## src/rtl/pipe_hazard_ctrl.sv

```systemverilog
// Pipeline sequencing controller: load-use interlock, EX redirect, LSU back-pressure
// and trap entry with a multi-cycle drain, plus saturating stall/flush counters.
module pipe_hazard_ctrl #(
    parameter int TRAP_DRAIN = 2,
    parameter int PERF_W     = 32
) (
    input  logic              clock,
    input  logic              reset,
    input  logic              id_valid,
    input  logic [4:0]        id_rs1,
    input  logic [4:0]        id_rs2,
    input  logic              id_useRs1,
    input  logic              id_useRs2,
    input  logic              ex_valid,
    input  logic [4:0]        ex_rd,
    input  logic              ex_regWrEn,
    input  logic [1:0]        ex_resultSrc,
    input  logic              ex_redirect,
    input  logic              mem_busy,
    input  logic              exc_valid,
    output logic              if_stall,
    output logic              id_stall,
    output logic              ex_stall,
    output logic              id_flush,
    output logic              ex_flush,
    output logic              mem_flush,
    output logic [1:0]        pc_sel,
    output logic [1:0]        state,
    output logic [PERF_W-1:0] stall_cnt,
    output logic [PERF_W-1:0] flush_cnt
);

    // state | meaning
    // RUN   | normal issue; hazards resolved by priority
    // TRAP  | full-pipeline flush for TRAP_DRAIN cycles after exception
    typedef enum logic [1:0] {
        RUN  = 2'd0,
        TRAP = 2'd1
    } state_t;

    localparam logic [3:0] DRAIN_INIT = 4'(TRAP_DRAIN - 1);

    state_t     state_q, state_d;
    logic [3:0] drain_q, drain_d;
    logic       lu;
    logic       flush_event;

    assign lu = id_valid & ex_valid & ex_regWrEn & (ex_resultSrc == 2'b01) &
                (ex_rd != 5'd0) &
                ((id_useRs1 & (id_rs1 == ex_rd)) | (id_useRs2 & (id_rs2 == ex_rd)));

    always_comb begin
        state_d     = state_q;
        drain_d     = drain_q;
        if_stall    = 1'b0;
        id_stall    = 1'b0;
        ex_stall    = 1'b0;
        id_flush    = 1'b0;
        ex_flush    = 1'b0;
        mem_flush   = 1'b0;
        pc_sel      = 2'd0;
        flush_event = 1'b0;
        unique case (state_q)
            RUN: begin
                if (exc_valid) begin
                    pc_sel      = 2'd2;
                    id_flush    = 1'b1;
                    ex_flush    = 1'b1;
                    mem_flush   = 1'b1;
                    flush_event = 1'b1;
                    state_d     = TRAP;
                    drain_d     = DRAIN_INIT;
                end else if (mem_busy) begin
                    // Redirect and load-use stay pending; their inputs are held by the stall.
                    if_stall = 1'b1;
                    id_stall = 1'b1;
                    ex_stall = 1'b1;
                end else if (ex_redirect) begin
                    pc_sel      = 2'd1;
                    id_flush    = 1'b1;
                    ex_flush    = 1'b1;
                    flush_event = 1'b1;
                end else if (lu) begin
                    if_stall = 1'b1;
                    id_stall = 1'b1;
                    ex_flush = 1'b1;
                end
            end
            TRAP: begin
                id_flush  = 1'b1;
                ex_flush  = 1'b1;
                mem_flush = 1'b1;
                if (drain_q == 4'd0) begin
                    state_d = RUN;
                end else begin
                    drain_d = drain_q - 4'd1;
                end
            end
            default: begin
                state_d = RUN;
                drain_d = 4'd0;
            end
        endcase
        if (reset) begin
            if_stall    = 1'b0;
            id_stall    = 1'b0;
            ex_stall    = 1'b0;
            id_flush    = 1'b0;
            ex_flush    = 1'b0;
            mem_flush   = 1'b0;
            pc_sel      = 2'd0;
            flush_event = 1'b0;
        end
    end

    always_ff @(posedge clock or posedge reset) begin
        if (reset) begin
            state_q <= RUN;
            drain_q <= 4'd0;
        end else begin
            state_q <= state_d;
            drain_q <= drain_d;
        end
    end

    always_ff @(posedge clock or posedge reset) begin
        if (reset) begin
            stall_cnt <= '0;
            flush_cnt <= '0;
        end else begin
            if (if_stall && (stall_cnt != '1)) stall_cnt <= stall_cnt + 1'b1;
            if (flush_event && (flush_cnt != '1)) flush_cnt <= flush_cnt + 1'b1;
        end
    end

    assign state = state_q;

endmodule

```

## config.mk

```make
export PLATFORM = sky130hd
export DESIGN_NAME = pipe_hazard_ctrl
export DESIGN_NICKNAME = d
export VERILOG_FILES = /design/src/rtl/pipe_hazard_ctrl.sv
export SDC_FILE = /design/constraint.sdc
export NUM_CORES = 1
export LEC_CHECK = 0
export BUFFER_PORTS_ARGS = -buffer_cell sky130_fd_sc_hd__buf_2
export CORE_ASPECT_RATIO = 2
export CORE_MARGIN = 1.5
export CORE_UTILIZATION = 35
export DETAILED_ROUTE_END_ITERATION = 8
export PLACE_DENSITY_LB_ADDON = 0.05
export SYNTH_ARGS = -nofsm -noshare
export SYNTH_HDL_FRONTEND = slang
export SYNTH_SLANG_ARGS = --single-unit
```

## constraint.sdc

```tcl
create_clock -name clock -period 5.55 [get_ports clock]
set_input_delay 1.11 -clock clock [delete_from_list [all_inputs] [get_ports clock]]
set_output_delay 1.11 -clock clock [all_outputs]
set_load 0.01 [all_outputs]
```

==> key figures <==
Run status
  • Status: completed

Worst setup path
  • Startpoint of the lowest-slack register-to-register path: stall_cnt[0]
  • Critical-path cell with the highest stage delay: or4_1
  • Critical-path maximum fanout: 3
  • Arr. time, crit path: roughly 2.5 ns
  • Cell repeated most along the worst path: buf_2
  • Worst Reg2Reg Path Length in Cells: 6
  • Critical path, cell by cell: buf_2 > or4_1 > o211ai_1 > o31ai_1 > and2_1 > buf_2
  • Maximum cell stage delay along the critical path: 0.52 ns
  • FF-to-FF setup slack: 2.55 ns
  • Required time at the worst-slack endpoint: 4.44 ns
  • Critical setup path kind: in -> out
  • Nature of the critical path startpoint: primary input
  • Critical register-to-register path endpoint: stall_cnt[1]
  • Worst setup EP type: primary output

Floorplanning
  • Die Footprint: 10700 µm²
  • Core Area: 9760 µm²
  • Starting density of the core: 0.361
  • Boundary Pins: 101
  • FP Rows: 51
  • Die height: 145 µm
  • Width of the chip: around 74 µm

Power
  • Maximum VDD drop: 0.000190 V
  • Proportion of power drawn by flip-flops and latches: 0.413
  • Leakage power of the design: about 2.3 nW
  • Internal power summed over all cells: 1.06 mW
  • Switching Share: 0.262
  • Logic pwr share: 0.150
  • P_sw: 377 µW
  • Power density relative to cell area: 321 nW/µm²
  • Share of total power in the clock network: 0.437

Cells and area
  • Fill cell count: 1007
  • Share of cells above drive strength 1: 0.283
  • Antenna diodes: 0
  • Final cell utilization of the core: 0.458
  • Nets: between 400 and 500
  • Area grow syn2layout: 26.9%
  • Most common cell after layout, fill and taps aside: buf_2
  • Leading cell types in the layout, fill and taps excluded: 99 x buf_2, 69 x dfrtp_1, 39 x xor2_1, 32 x xnor2_1, 31 x nand2_1

CTS
  • # hold bufs at CTS: 0
  • Root buf cell: clkbuf_16
  • Post-CTS setup buffer count: 0
  • CTS HTree Levels: 3
  • Num CTS Buffers: 9
  • Quantity of gates resized following cts: 0
  • Clock-pin slew on the worst setup and hold paths: 0.05 ns
  • Clock latency of the later-clocked register in the worst-skew pair: approximately 0.33 ns
  • Clock tree buffer depth: 2
  • TritonCTS clock tree: done
  • Number of sinks driven by the clock tree: 69

Global routing
  • Vias in the first global route: 2899
  • Total congestion overflow: 0
  • Number of antenna violations at the first check in global routing: 0
  • Wire length of the first global-routing pass: 14400 µm
  • Total global routing track utilization: 0.180
  • Largest net degree at the start of global routing: 37

Timing
  • Tightest slew margin relative to the limit: 0.207
  • Transition time at the pin with the least slew margin: 1.19 ns
  • Final Skew: 0.00445 ns
  • Final clock period utilization by the worst path: 0.652
  • Setup ws final: 1.93 ns
  • Final critical delay including setup and external delays: 3.62 ns
  • Setup total negative slack: 0 ns
  • Unrepaired setup endpoints after global routing: false
  • Endpoints failing setup: 0
  • Achievable frequency: 276 MHz
  • Max-slew violations: 0
  • Final hold violation count: 0

Drt
  • Post-detailed-routing wire length: 8900 µm
  • Ratio of routed vias to standard cells: 4.93
  • Remaining antenna violation count after routing: 0
  • Initial detailed-routing violation count: between 100 and 150
  • Average wire per cell in the routed design: 15.2 µm
  • DRC violation count after routing: 0
  • Routed via count: 2882
  • Drt pass-1 iters: 4

Flow run
  • Max_cap viols: 0

Hold path
  • Capture endpoint of the worst hold path: stall_cnt[20]
  • Cells on Worst Hold Path: 1
  • Startpoint of the most critical hold path: stall_cnt[20]
  • Hold Path Class: reg -> reg

Synthesis
  • Syn_nets: 377
  • Sequential area share after synthesis: 0.490
  • Cell count after synthesis: 346
  • Total standard cell area after synthesis: 3520 µm²
  • Average size of a mapped cell: 10.2 µm²
  • Count of unique library cells instantiated by Yosys: 44
  • Yosys reg bits: ~70
  • Ys Warns: 0

Placed design
  • Post-Place Worst Slack: 1.82 ns
  • Number of buffer cells added on primary ports: 99
  • Post-DP HPWL: 6840 µm
  • Final estimated routing congestion in global placement: 0.839
==> critical path, delay by kind of cell <==
kind	cells	cell delay [ns]
AOI/OAI and AO/OA	2	0.39
buffers and inverters	2	0.28
and+or+nand+nor	2	0.73
==> layout make-up <==
cell class	instances	area [µm²]	share of cell area
inverter	11	41.3	0.00924
multi-input combinational	257	1710	0.382
clock inverter	4	70.1	0.0157
timing repair buffer	100	503	0.113
clock buffer	12	256	0.0574
sequential	69	1730	0.386
tap	132	165	0.0370
==> how the worst max path moves through the flow <==
stage                         from             to  slack [ns]  cells after the start
after CTS                 ex_rd[1]       if_stall        1.91                      6
after global routing      ex_rd[1]       id_stall        1.89                      6
after detailed placement     reset  stall_cnt[31]        1.82                      7
final                     ex_rd[1]       if_stall        1.93                      6
after floorplan           ex_rd[1]       if_stall        2.18                      5
after global placement       reset  stall_cnt[31]        1.82                      7
==> metal layers <==
metal	part of all wire	GRT usage	vias up
li1	-	-	1402
met1	0.37	0.182	1399
met2	0.57	0.333	62
met3	0.034	0.0416	19
met4	0.028	0.0848	0
met5	0	0	-
==> synthesized netlist by cell type <==
library cell | n | share of area
a211oi_4 | 1 | 0.0057
a21o_1 | 1 | 0.0021
a21oi_1 | 2 | 0.0028
a22o_1 | 1 | 0.0025
a31o_2 | 1 | 0.0025
a31oi_1 | 1 | 0.0018
a41oi_1 | 1 | 0.0025
and2_1 | 5 | 0.0089
and2b_2 | 1 | 0.0025
and3_1 | 10 | 0.018
and4_1 | 8 | 0.020
buf_2 | 5 | 0.0071
buf_4 | 2 | 0.0043
clkbuf_1 | 2 | 0.0021
conb_1 | 1 | 0.0011
dfrtp_1 | 69 | 0.49
ha_1 | 4 | 0.014
inv_1 | 11 | 0.012
mux2_2 | 4 | 0.013
nand2_1 | 31 | 0.033
nand2b_1 | 1 | 0.0018
nand2b_2 | 1 | 0.0025
nand3_1 | 20 | 0.028
nand4_1 | 16 | 0.028
nand4_2 | 1 | 0.0036
nor2_1 | 24 | 0.026
nor2b_1 | 1 | 0.0018
nor3_1 | 20 | 0.028
nor3b_1 | 1 | 0.0021
nor4_1 | 10 | 0.018
o211ai_1 | 1 | 0.0021
o21a_1 | 1 | 0.0021
o21ai_0 | 3 | 0.0043
o221ai_1 | 1 | 0.0025
o22ai_1 | 2 | 0.0036
o31a_1 | 1 | 0.0025
o31ai_1 | 1 | 0.0021
or2_1 | 1 | 0.0018
or2_2 | 2 | 0.0036
or3_1 | 2 | 0.0036
or4_1 | 3 | 0.0064
or4_4 | 1 | 0.0032
xnor2_1 | 32 | 0.080
xor2_1 | 39 | 0.097
==> through the flow <==
step	hold WS (ns)	cell area, µm²	total power, mW	std cells
floorplan	0.485	3520	0.735	346
global placement	0.473	4140	0.814	569
detailed placement	0.477	4140	0.825	569
CTS	0.488	4470	1.46	585
global route	0.496	4470	1.51	585
finish	0.484	4470	1.44	585
==> power groups by stage <==
stage,Clock [mW],Sequential [mW],Combinational (mW)
after floorplan,0,0.603,0.133
after global placement,0,0.601,0.214
after detailed placement,0,0.604,0.221
after CTS,0.642,0.595,0.221
after global routing,0.667,0.603,0.243
final,0.628,0.594,0.215
==> flip-flops by register name (all words and copies together), names as in the netlist <==
register / cells
drain_q: 4
flush_cnt: 32
stall_cnt: 32
state: 1
==> kinds of logic (layout without fill, tap and decap cells) <==
| family | after synthesis | in the layout | share of synthesized area |
|---|---|---|---|
| xor gates and xnor gates | 71 | 71 | 0.177 |
| AOI/OAI and AO/OA | 18 | 18 | 0.0391 |
| adders and majority gates | 4 | 4 | 0.0142 |
| muxes | 4 | 4 | 0.0128 |
| other | 1 | 1 | 0.00106 |
| buffers and inverters | 20 | 127 | 0.0252 |
| DFF | 69 | 69 | 0.490 |
| and+or+nand+nor | 159 | 159 | 0.241 |
Note: power is estimated with default switching activity, not from simulation.
